[config.mk]
export PLATFORM = sky130hd
export DESIGN_NAME = imm_extend_stage
export DESIGN_NICKNAME = d
export VERILOG_FILES = /design/src/rtl/imm_extend_stage.sv
export SDC_FILE = /design/constraint.sdc
export NUM_CORES = 1
export LEC_CHECK = 0
export CORE_ASPECT_RATIO = 0.5
export CORE_MARGIN = 2
export CORE_UTILIZATION = 53
export CTS_BUF_LIST = sky130_fd_sc_hd__clkbuf_4
export CTS_CLUSTER_SIZE = 14
export DETAILED_ROUTE_END_ITERATION = 10
export GPL_TIMING_DRIVEN = 0
export PLACE_DENSITY = 0.89
export SYNTH_ARGS = -nofsm -noshare
export SYNTH_HDL_FRONTEND = slang
export SYNTH_SLANG_ARGS = --single-unit
[constraint.sdc]
create_clock -name CLK -period 2.5 [get_ports CLK]
set_clock_uncertainty 0.2 [all_clocks]
set_input_delay 0.375 -clock CLK [delete_from_list [all_inputs] [get_ports CLK]]
set_output_delay 0.375 -clock CLK [all_outputs]
set_load 0.05 [all_outputs]
[src/rtl/imm_extend_stage.sv]
// -----------------------------------------------------------------------------
// imm_extend_stage
//
// Registered immediate-extension stage between instruction decode and the
// ID/EX boundary. The raw IN_W-bit immediate is extended to OUT_W bits on the
// input side (sign, zero, upper/LUI, optionally branch offset). The extended
// value is then held behind a valid/ready handshake that uses a 2-entry skid
// buffer (output register + one skid register).
//
// Optional feature macro: IMM_BRANCH_MODE_EN
//   defined   : MODE=11 yields sign-extend then shift-left-2 (branch offset)
//   undefined : MODE=11 behaves as sign-extend and no shifter is built
//
// Parameters:
//   IN_W  - immediate field width, legal range 1..OUT_W-2
//   OUT_W - extended output width
//
// Ports:
//   CLK        in   rising-edge clock
//   RST        in   synchronous active-high reset (highest priority)
//   FLUSH      in   synchronous pipeline flush; empties both entries and
//                   drops any input offered in the same cycle
//   IN_VALID   in   IMM/MODE valid this cycle
//   IN_READY   out  stage can accept (skid register empty, not in reset)
//   IMM        in   raw immediate field [IN_W-1:0]
//   MODE       in   00 sign, 01 zero, 10 upper, 11 branch
//   OUT_VALID  out  OUT holds a valid extended value
//   OUT_READY  in   consumer accepts OUT this cycle
//   OUT        out  extended immediate [OUT_W-1:0]
// -----------------------------------------------------------------------------
module imm_extend_stage #(
  parameter int IN_W  = 16,
  parameter int OUT_W = 32
) (
  input  logic             CLK,
  input  logic             RST,
  input  logic             FLUSH,
  input  logic             IN_VALID,
  output logic             IN_READY,
  input  logic [IN_W-1:0]  IMM,
  input  logic [1:0]       MODE,
  output logic             OUT_VALID,
  input  logic             OUT_READY,
  output logic [OUT_W-1:0] OUT
);

  // ---------------------------------------------------------------------------
  // Extension datapath (purely combinational, input side)
  // ---------------------------------------------------------------------------
  logic [OUT_W-1:0] sext_value;
  logic [OUT_W-1:0] zext_value;
  logic [OUT_W-1:0] upper_value;
  logic [OUT_W-1:0] ext_value;

  // Bit-wise sign extension: low bits copy IMM, the rest replicate its MSB.
  for (genvar gi = 0; gi < OUT_W; gi++) begin : g_sext
    if (gi < IN_W) begin : g_copy
      assign sext_value[gi] = IMM[gi];
    end else begin : g_sign
      assign sext_value[gi] = IMM[IN_W-1];
    end
  end

  assign zext_value  = {{(OUT_W-IN_W){1'b0}}, IMM};
  assign upper_value = {IMM, {(OUT_W-IN_W){1'b0}}};

  always_comb begin
    ext_value = sext_value;
    case (MODE)
      2'b01:   ext_value = zext_value;
      2'b10:   ext_value = upper_value;
`ifdef IMM_BRANCH_MODE_EN
      // Branch offset: the two top sign bits fall off the left end.
      2'b11:   ext_value = {sext_value[OUT_W-3:0], 2'b00};
`endif
      default: ext_value = sext_value;
    endcase
  end

  // ---------------------------------------------------------------------------
  // Skid buffer state
  // ---------------------------------------------------------------------------
  logic [OUT_W-1:0] out_data_reg,  out_data_next;
  logic             out_valid_reg, out_valid_next;
  logic [OUT_W-1:0] skid_data_reg, skid_data_next;
  logic             skid_valid_reg, skid_valid_next;

  logic in_fire;
  logic out_fire;

  // Ready depends only on stored state (and reset), never on OUT_READY, so
  // no combinational path runs from the consumer back to the producer.
  assign IN_READY  = !skid_valid_reg && !RST;
  assign OUT_VALID = out_valid_reg;
  assign OUT       = out_data_reg;

  assign in_fire  = IN_VALID && IN_READY;
  assign out_fire = out_valid_reg && OUT_READY;

  always_comb begin
    out_data_next   = out_data_reg;
    out_valid_next  = out_valid_reg;
    skid_data_next  = skid_data_reg;
    skid_valid_next = skid_valid_reg;

    if (FLUSH) begin
      // Both entries are discarded; data registers keep stale contents and
      // any input offered this cycle is ignored.
      out_valid_next  = 1'b0;
      skid_valid_next = 1'b0;
    end else if (!out_valid_reg || out_fire) begin
      // Output register is free (empty or draining this edge).
      if (skid_valid_reg) begin
        // Oldest entry lives in skid; keep FIFO order. IN_READY is low here,
        // so no input can arrive in the same cycle.
        out_data_next   = skid_data_reg;
        out_valid_next  = 1'b1;
        skid_valid_next = 1'b0;
      end else if (in_fire) begin
        out_data_next  = ext_value;
        out_valid_next = 1'b1;
      end else begin
        out_valid_next = 1'b0;
      end
    end else if (in_fire) begin
      // Output stalled and occupied: park the new value in skid.
      skid_data_next  = ext_value;
      skid_valid_next = 1'b1;
    end
  end

  always_ff @(posedge CLK) begin
    if (RST) begin
      out_data_reg   <= '0;
      out_valid_reg  <= 1'b0;
      skid_data_reg  <= '0;
      skid_valid_reg <= 1'b0;
    end else begin
      out_data_reg   <= out_data_next;
      out_valid_reg  <= out_valid_next;
      skid_data_reg  <= skid_data_next;
      skid_valid_reg <= skid_valid_next;
    end
  end

endmodule

# [After elaboration in Yosys (flattened, before gate mapping)]
# Index checks and enable logic that the tools add are counted.
[totals] memories=0 out_inout_bits=34 word_cells=25 mem_bits_rw=0 input_bits=23 latchBits=0 romBits=0 ff_bits=66
[classes] mux=5 add_sub_neg=0 eq_ne=2 magnitude_cmp=0 div=0 bitwise=2 shift=0 n_mul=0 reduce_logical=12
[ops] cell="two-way mux 32 bit" n=2
[ops] cell="case mux 32 bit (2 select lines)" n=1
[ops] cell="AND reduction 3 bit" n=2
[ops] cell="logical AND 1 bit" n=3
[ops] cell="zero test 1 bit" n=3
[ops] cell="OR reduction 3 bit" n=1
[ops] cell="equality test 2 x 1 -> 1 bit, second input constant" n=1
[ops] cell="equality test 2 bit, second input constant" n=1
[ops] cell="two-way mux 1 bit" n=2
[ops] cell="NOT 1 bit" n=2
[ops] cell="nonzero test 2 bit" n=1
[ops] cell="OR reduction 2 bit" n=1
[ops] cell="logical OR 1 bit" n=1

# [Longest topological paths before layout]
# Gate-level depths: netlist of the first run.
[depth] ltp_word=5 ltp_mapped=9 ltp_nobuf=6

# [Worst setup path before layout of the first run]
# No wires, ideal clock.
[synth_path] path_type="input to output" startpoint="in RST" endpoint="out IN_READY" arrival_ps=1546 n_path_buf=3 required_ps=1925 slack_ps=379 stages=4 cell_sequence="buf_6 > clkbuf_1 > clkbuf_1 > nor2_1"
[synth_via] elab_chain_len=2
[synth_lines] item="from (decl)" line_no="36" source="input logic RST,"
[synth_lines] item="zero test 1 bit" line_no="93" source="assign IN_READY = !skid_valid_reg && !RST;"
[synth_lines] item="logical AND 1 bit" line_no="93"
[synth_lines] item="to (decl)" line_no="39" source="output logic IN_READY,"
# No other way between the ends.

# [Final worst setup path of the first run]
[layout_path] startpoint="in MODE[0]" endpoint="reg out_data_reg[6] (netlist: OUT[6])"
[layout_via] elab_chain_len=4 word_cells_on_any_way=5 cone_classes="2 x eq/ne; 3 x mux"
[layout_lines] item="from (decl)" line_no="41" source="input logic [1:0] MODE,"
[layout_lines] item="equality test 2 bit or equality test 2 x 1 -> 1 bit (tied branches)" line_no="69" source="case (MODE)"
[layout_lines] item="case mux 32 bit (2 select lines) (*)" line_no="69"
[layout_lines] item="two-way mux 32 bit (*)" line_no="119" source="end else if (in_fire) begin"
[layout_lines] item="two-way mux 32 bit (*)" line_no="113" source="if (skid_valid_reg) begin"
[layout_lines] item="to (signal assigned)" line_no="139" source="out_data_reg <= out_data_next;"
[layout_lines] item="to (decl)" line_no="83" source="logic [OUT_W-1:0] out_data_reg, out_data_next;"
# Mark *: on every way between the ends. The rest lies on a longest branch, timed or not. The select of a mux whose other input is x is not followed.
# A chain may end at the register's enable or synchronous reset.

==> impl_summary.log, run 1 <==
INFO  metric hold_path_class = in -> reg
INFO  metric static-leakage-power = 1.26 nW
INFO  metric buffer_ports.inserted = 55
INFO  metric fp-row-count = 18
INFO  metric cts_htree_levels = 3
INFO  metric total_power = 2.15 mW
INFO  metric synth_area_leaders = dfxtp_1 47%, a21oi_1 8.2%, nor2_1 6.7%
INFO  metric nets_in_the_synthesized_netlist = 354
INFO  metric reg2reg_slack = 0.52 ns
INFO  metric synth_area_leader_cell = dfxtp_1
INFO  metric final-setup-viol-count = 0
INFO  metric number_of_antenna_violations_at_the_first_check_in_global_routing = 0
INFO  metric number_of_diodes = 0
INFO  metric synth.cell_area = 2820 um2
INFO  metric filler_cells_inserted = 377
INFO  metric max-slew-margin-rel = 0.512
INFO  metric drt-vias-per-instance = 5.89
INFO  metric grt_util_all_layers = 0.278
INFO  metric synthDominantCellAreaShare = 0.468
INFO  metric ir_worst_vdd = 0.297 mV
INFO  metric drt-total-wl = 7920 um
INFO  metric tritoncts = yes
INFO  metric crit_path_cell_trace = clkdlybuf4s50_1, inv_1, ha_1, or2_1, buf_2, and2_1, buf_6, buf_6, a221oi_1, nor3_1
INFO  metric grt.overflow.total = 0
INFO  metric fin_crit_sh = 0.962
INFO  metric cp_slowest_stage_delay = 0.48 ns
INFO  metric finalWorstSetupSlack = 0.0940 ns
INFO  metric cts_inserted_buffers = 9
INFO  metric outcome = complete, no violations
INFO  metric endpoint_kind = flop
INFO  metric design.die.area = 5960 um2
INFO  metric setup_repair_after_global_routing_missed_its_margin = no
INFO  metric die-width = 107 um
INFO  metric timing_worst_slew_pin_value = 0.733 ns
INFO  metric hold_ws = 0.133 ns
INFO  metric grt_pass1_wl = 12700 um
INFO  metric totalNegativeSetupSlack = 0 ns
INFO  metric final_core_density = 0.716
INFO  metric io_pins = 57
INFO  metric critical_path_class = in -> reg
INFO  metric cell_type_with_the_highest_occurrence_count_on_the_critical_path = buf_6
INFO  metric final_hold_viol_count = 0
INFO  metric finish.net_count = 420
INFO  metric initial_core_util = 0.562
INFO  metric grt_pass1_vias = 2606
INFO  metric die_height = 55.6 um
INFO  metric final_max_slew_viol_count = 0
INFO  metric drt_first_iter_violations = 192
INFO  metric fmaxAchievable = 416 MHz
INFO  metric place_ws = -0.314 ns
INFO  metric layout-area-overhead-vs-synth = 27.5%
INFO  metric syn-mean-instance-area = 8.58 um2
INFO  metric fp.coreArea = 5020 um2
INFO  metric yosys_warnings = 0
INFO  metric final_antenna_net_count = 0
INFO  metric detailedPlacementHpwl = 5770 um
INFO  metric crit_slowest_cell = clkdlybuf4s50_1
INFO  metric synthDistinctLibCells = 27
INFO  metric clockRootBuffer = clkbuf_4
INFO  metric holdBufCountCts = 0
INFO  metric drt-wirelength-per-cell = 16.9 um
INFO  metric power-per-cell-area = 598 nW/um2
INFO  metric timing.critical_path.required = 2.60 ns
INFO  metric synth_seq_area_share = 0.468
INFO  metric timing.final.crit_period = 2.41 ns
INFO  metric postSynthCellCount = 329
INFO  metric worst_ep_arrival_time = 2.50 ns
INFO  metric postSynthRegisterBits = 66
INFO  metric number_of_buffers_on_the_longest_clock_path = 2
INFO  metric first_pass_iters = 7
INFO  metric drc = 0
INFO  metric critical_path.max_fanout = 10
INFO  metric grt_max_degree = 11
INFO  metric dr_total_vias = 2770
INFO  metric clk_pin_slew_worst_paths = 0.10 ns
INFO  metric clkLatencyLatePin = 0.43 ns
INFO  metric max_cap_check_violation_count = 0
INFO  metric layout-drive-gt1-share = 0.128
INFO  metric clock-sinks = 66
INFO  metric gp_routability_congestion = 0.901
INFO  metric cp-start-kind = input pin
## stage by stage
| step | cell area, um2 | cells |
|---|---|---|
| 2_1_floorplan | 2820 | 329 |
| 3_5_place_dp | 3460 | 454 |
| 3_3_place_gp | 3460 | 454 |
| 6_report | 3600 | 470 |
| 5_1_grt | 3600 | 470 |
| 4_1_cts | 3600 | 470 |
## path summary, 6_finish.rpt
path,start,end,cells after the start
min,RST,skid_data_reg[18]$_SDFFE_PP0P_,4
max,MODE[0],OUT[6]$_SDFFE_PP0P_,10
max reg2reg,OUT_VALID$_SDFFE_PP0P_,skid_data_reg[0]$_SDFFE_PP0P_,5
min reg2reg,OUT[18]$_SDFFE_PP0P_,OUT[18]$_SDFFE_PP0P_,2
## worst max-delay path, delay by kind of cell
family	cells	cell delay, ns
adder cells (fa/ha/maj)	1	0.32
AND/OR/NAND/NOR	3	0.47
buffers and inverters	5	0.97
AO/OA/AOI/OAI	1	0.35
## cells by family (layout without fill, tap and decap cells)
group / Yosys count / in the layout / share of synthesized area
AO/OA/AOI/OAI: 98 / 98 / 0.252
AND/OR/NAND/NOR: 126 / 126 / 0.204
buffers and inverters: 37 / 108 / 0.0661
adder cells (fa/ha/maj): 2 / 2 / 0.00887
flip-flops: 66 / 66 / 0.468
## placed cells by master (no fill, tap or decap)
master | synthesis | final
bufinv_16 | 0 | 1
buf_2 | 14 | 14
buf_6 | 4 | 4
a211oi_2 | 9 | 9
a211oi_1 | 8 | 8
or4_4 | 1 | 1
clkdlybuf4s50_1 | 0 | 54
dfxtp_1 | 66 | 66
clkbuf_2 | 0 | 2
dlygate4sd2_1 | 0 | 1
clkbuf_1 | 15 | 13
a211o_1 | 15 | 15
clkbuf_4 | 0 | 13
inv_1 | 4 | 4
nand2_1 | 32 | 32
nand2b_4 | 2 | 2
or2_1 | 2 | 2
and2_1 | 2 | 2
nor4_1 | 1 | 1
a221oi_2 | 1 | 1
nand3_1 | 16 | 16
o21ai_0 | 1 | 1
a21oi_2 | 1 | 1
nor2_1 | 50 | 50
nor3_1 | 17 | 17
ha_1 | 2 | 2
a221oi_1 | 15 | 15
nor4_4 | 1 | 1
a21oi_1 | 46 | 46
o211ai_1 | 1 | 1
clkinv_2 | 0 | 2
o211a_1 | 1 | 1
nor2b_1 | 2 | 2
## power breakdown
group	internal, mW	total (mW)	switching, mW
clock network	0.348	0.710	0.362
logic	0.123	0.355	0.231
registers	1.08	1.09	0.0129
total	1.55	2.15	0.607
## area by class of cell
cell class / count / area (um2) / area share
clock buffers: 13 / 97.6 / 0.0271
inverters: 4 / 15.0 / 0.00417
repair buffers: 55 / 549 / 0.153
well taps: 70 / 87.6 / 0.0243
plain buffers: 33 / 174 / 0.0483
clock inverters: 3 / 40.0 / 0.0111
flip-flops and latches: 66 / 1320 / 0.367
multi-input cells: 226 / 1310 / 0.365
## Yosys cell counts
cell / count
buf_6: 4
and2_1: 2
nand2b_4: 2
a211oi_2: 9
a211oi_1: 8
a21oi_2: 1
clkbuf_1: 15
nor4_1: 1
nor3_1: 17
a221oi_2: 1
nand2_1: 32
o21ai_0: 1
a21oi_1: 46
nand3_1: 16
nor2b_1: 2
buf_2: 14
ha_1: 2
or2_1: 2
dfxtp_1: 66
a221oi_1: 15
nor4_4: 1
inv_1: 4
a211o_1: 15
or4_4: 1
o211ai_1: 1
o211a_1: 1
nor2_1: 50
## per-layer routing
layer	part of all wire	up-vias	track usage
li1	-	1305	-
met1	0.44	1306	0.377
met2	0.46	141	0.418
met3	0.091	18	0.0761
met4	0.018	0	0.122
met5	0	-	0
## repair_timing
| item | CTS | global route |
|---|---|---|
| buffers inserted | 0 | 0 |
| gates resized for setup | 3 | 0 |
| endpoints found under the setup margin | 1 | 0 |
Power figures use the tool's default switching activity.
==> run 2: changes to the inputs <==
--- a/config.mk
+++ b/config.mk
@@ -13,6 +13,7 @@
 export DETAILED_ROUTE_END_ITERATION = 10
 export GPL_TIMING_DRIVEN = 0
 export PLACE_DENSITY = 0.89
+export SETUP_SLACK_MARGIN = 0.5
 export SYNTH_ARGS = -nofsm -noshare
 export SYNTH_HDL_FRONTEND = slang
 export SYNTH_SLANG_ARGS = --single-unit
==> run 2 against run 1 <==
Against the previous run:
- fmax increased by 17%
- sequential power hardly changed
- worst hold slack better by 0.082 ns
- cell count increased by 1.1%
- wire length increased by 20%
- design area increased by 7.3%
- critical endpoint is now OUT[5]$_SDFFE_PP0P_
- largest cell class is now multi-input combinational cells
- highest routed layer unchanged
==> impl_summary.log, run 2 (synthesis results as in run 1) <==
INFO  metric fmaxAchievable = 487 MHz
INFO  metric critical_path.max_fanout = 10
INFO  metric timing.critical_path.required = 2.61 ns
INFO  metric wl_met3 = 1090 um
INFO  metric initial_core_util = 0.562
INFO  metric die-width = 107 um
INFO  metric timing.rr.end = skid_data_reg[11]$_SDFFE_PP0P_
INFO  metric dr_total_vias = 2952
INFO  metric most_frequent_standard_cell_in_the_layout_excluding_fill_and_tap_cells = dfxtp_1
INFO  metric drt-total-wl = 9510 um
INFO  metric fraction_of_power_consumed_by_combinational_cells = 0.163
INFO  metric layout-drive-gt1-share = 0.198
INFO  metric power_frac_seq = 0.452
INFO  metric drt-vias-per-instance = 6.21
INFO  metric finish.net_count = 425
INFO  metric totalNegativeSetupSlack = 0 ns
INFO  metric final_hold_viol_count = 0
INFO  metric clkLatencyLatePin = 0.44 ns
INFO  metric clock-sinks = 66
INFO  metric holdPathEnd = OUT_VALID$_SDFFE_PP0P_
INFO  metric grt_max_degree = 13
INFO  metric worst_ep_arrival_time = 2.16 ns
INFO  metric layout.cells.most_common_list = 64 x dfxtp_1, 49 x nor2_1, 46 x a21oi_1
INFO  metric setup_repair_after_global_routing_missed_its_margin = yes
INFO  metric static-leakage-power = 1.51 nW
INFO  metric timing.final.crit_period = 2.05 ns
INFO  metric met1_length = 3790 um
INFO  metric min_from = RST
INFO  metric drt_first_iter_violations = 367
INFO  metric clockRootBuffer = clkbuf_4
INFO  metric power-per-cell-area = 626 nW/um2
INFO  metric ir_worst_vdd = 0.496 mV
INFO  metric timing_worst_slew_pin_value = 0.773 ns
INFO  metric multi_input_area = 1480 um2
INFO  metric reg2reg_slack = 0.60 ns
INFO  metric gp_routability_congestion = 0.841
INFO  metric number_of_antenna_violations_at_the_first_check_in_global_routing = 0
INFO  metric die_height = 55.6 um
INFO  metric number_of_buffers_on_the_longest_clock_path = 2
INFO  metric grt_pass1_vias = 2830
INFO  metric filler_cells_inserted = 327
INFO  metric fp-row-count = 18
INFO  metric number_of_diodes = 0
INFO  metric clk_pin_slew_worst_paths = 0.11 ns
INFO  metric worst_hold_path_stage_count = 3
INFO  metric first_pass_iters = 5
INFO  metric final_core_density = 0.769
INFO  metric buffer_ports.inserted = 55
INFO  metric grt.overflow.total = 0
INFO  metric final_antenna_net_count = 0
INFO  metric endpoint_kind = flop
INFO  metric layout-area-overhead-vs-synth = 36.8%
INFO  metric outcome = complete, no violations
INFO  metric final_max_slew_viol_count = 0
INFO  metric dr.max_layer_used = met4
INFO  metric cp-start-kind = input pin
INFO  metric cts_inserted_buffers = 9
INFO  metric power_switching = 0.701 mW
INFO  metric max-slew-margin-rel = 0.485
INFO  metric worst_r2r_path_depth = 6
INFO  metric critical_path_class = in -> reg
INFO  metric final-setup-viol-count = 0
INFO  metric io_pins = 57
INFO  metric drt-wirelength-per-cell = 20.0 um
INFO  metric drc = 0
INFO  metric detailedPlacementHpwl = 5620 um
INFO  metric hold_path_class = in -> reg
INFO  metric max_cap_check_violation_count = 0
INFO  metric fp.coreArea = 5020 um2
INFO  metric design.die.area = 5960 um2
INFO  metric grt_pass1_wl = 14300 um
INFO  metric origin_of_the_critical_flop_to_flop_path = skid_valid_reg$_SDFFE_PP0P_
INFO  metric share_of_total_power_consumed_by_net_switching = 0.290
INFO  metric tritoncts = yes
INFO  metric seqCellArea = 1320 um2
INFO  metric cellInternalPower = 1.71 mW
INFO  metric fin_crit_sh = 0.822
INFO  metric detailroute.wirelength.met2 = 4130 um
INFO  metric grt_util_all_layers = 0.313
INFO  metric clockPowerShare = 0.385
INFO  metric cts_htree_levels = 3
[run 2: power groups by stage]
stage	registers [mW]	logic, mW	clock network [mW]
after detailed placement	1.11	0.353	0
after CTS	1.09	0.359	0.912
final	1.09	0.394	0.930
after global routing	1.09	0.413	0.965
after global placement	1.11	0.344	0
after floorplan	1.19	0.142	0
[run 2: cell type report]
class                   instances  share of cell area
flip-flops and latches         66               0.343
clock buffers                   9              0.0175
repair buffers                 60               0.144
inverters                       4             0.00389
clock inverters                 7              0.0305
plain buffers                  33              0.0541
multi-input cells             226               0.384
well taps                      70              0.0227
[run 2: worst max-delay path by stage]
stage | cells past startpoint | endpoint | from
floorplan | 9 | OUT[15]$_SDFFE_PP0P_ | MODE[0]
global placement | 10 | OUT[6]$_SDFFE_PP0P_ | MODE[1]
detailed placement | 10 | OUT[5]$_SDFFE_PP0P_ | MODE[1]
CTS | 3 | IN_READY | skid_valid_reg$_SDFFE_PP0P_
global route | 7 | OUT[5]$_SDFFE_PP0P_ | IN_VALID
finish | 7 | OUT[5]$_SDFFE_PP0P_ | IN_VALID
[run 2: per-stage QoR]
| step | setup slack (ns) | hold WS [ns] | total power, mW | cell area [um2] | instances |
|---|---|---|---|---|---|
| 2_1_floorplan | 0.471 | 0.232 | 1.33 | 2860 | 329 |
| 3_3_place_gp | -0.210 | 0.239 | 1.46 | 3490 | 454 |
| 3_5_place_dp | -0.273 | 0.244 | 1.47 | 3490 | 454 |
| 4_1_cts | 0.363 | 0.110 | 2.36 | 3760 | 470 |
| 5_1_grt | 0.419 | 0.252 | 2.47 | 3860 | 475 |
| 6_report | 0.445 | 0.215 | 2.41 | 3860 | 475 |
[run 2: metal layers]
metal | GRT usage | vias to the layer above
met4 | 0.160 | 0
met5 | 0 | -
li1 | - | 1309
met1 | 0.401 | 1361
met2 | 0.484 | 218
met3 | 0.0913 | 64
[run 2: worst max-delay path, stage by stage]
cell             delay [ns]
clkdlybuf4s50_1        0.57
nor2b_4                0.22
o211ai_1               0.15
clkbuf_4               0.24
clkbuf_4               0.24
a221oi_4               0.27
nor3_1                 0.08
[run 2: what timing repair did]
item | in CTS | in global routing
hold endpoints to repair | 0 | 0
hold buffers | 0 | 0
cloned | 0 | 1
resized for setup | 58 | 22
pin swaps | 4 | 3
endpoints found under the setup margin | 60 | 54
buffers inserted | 0 | 4
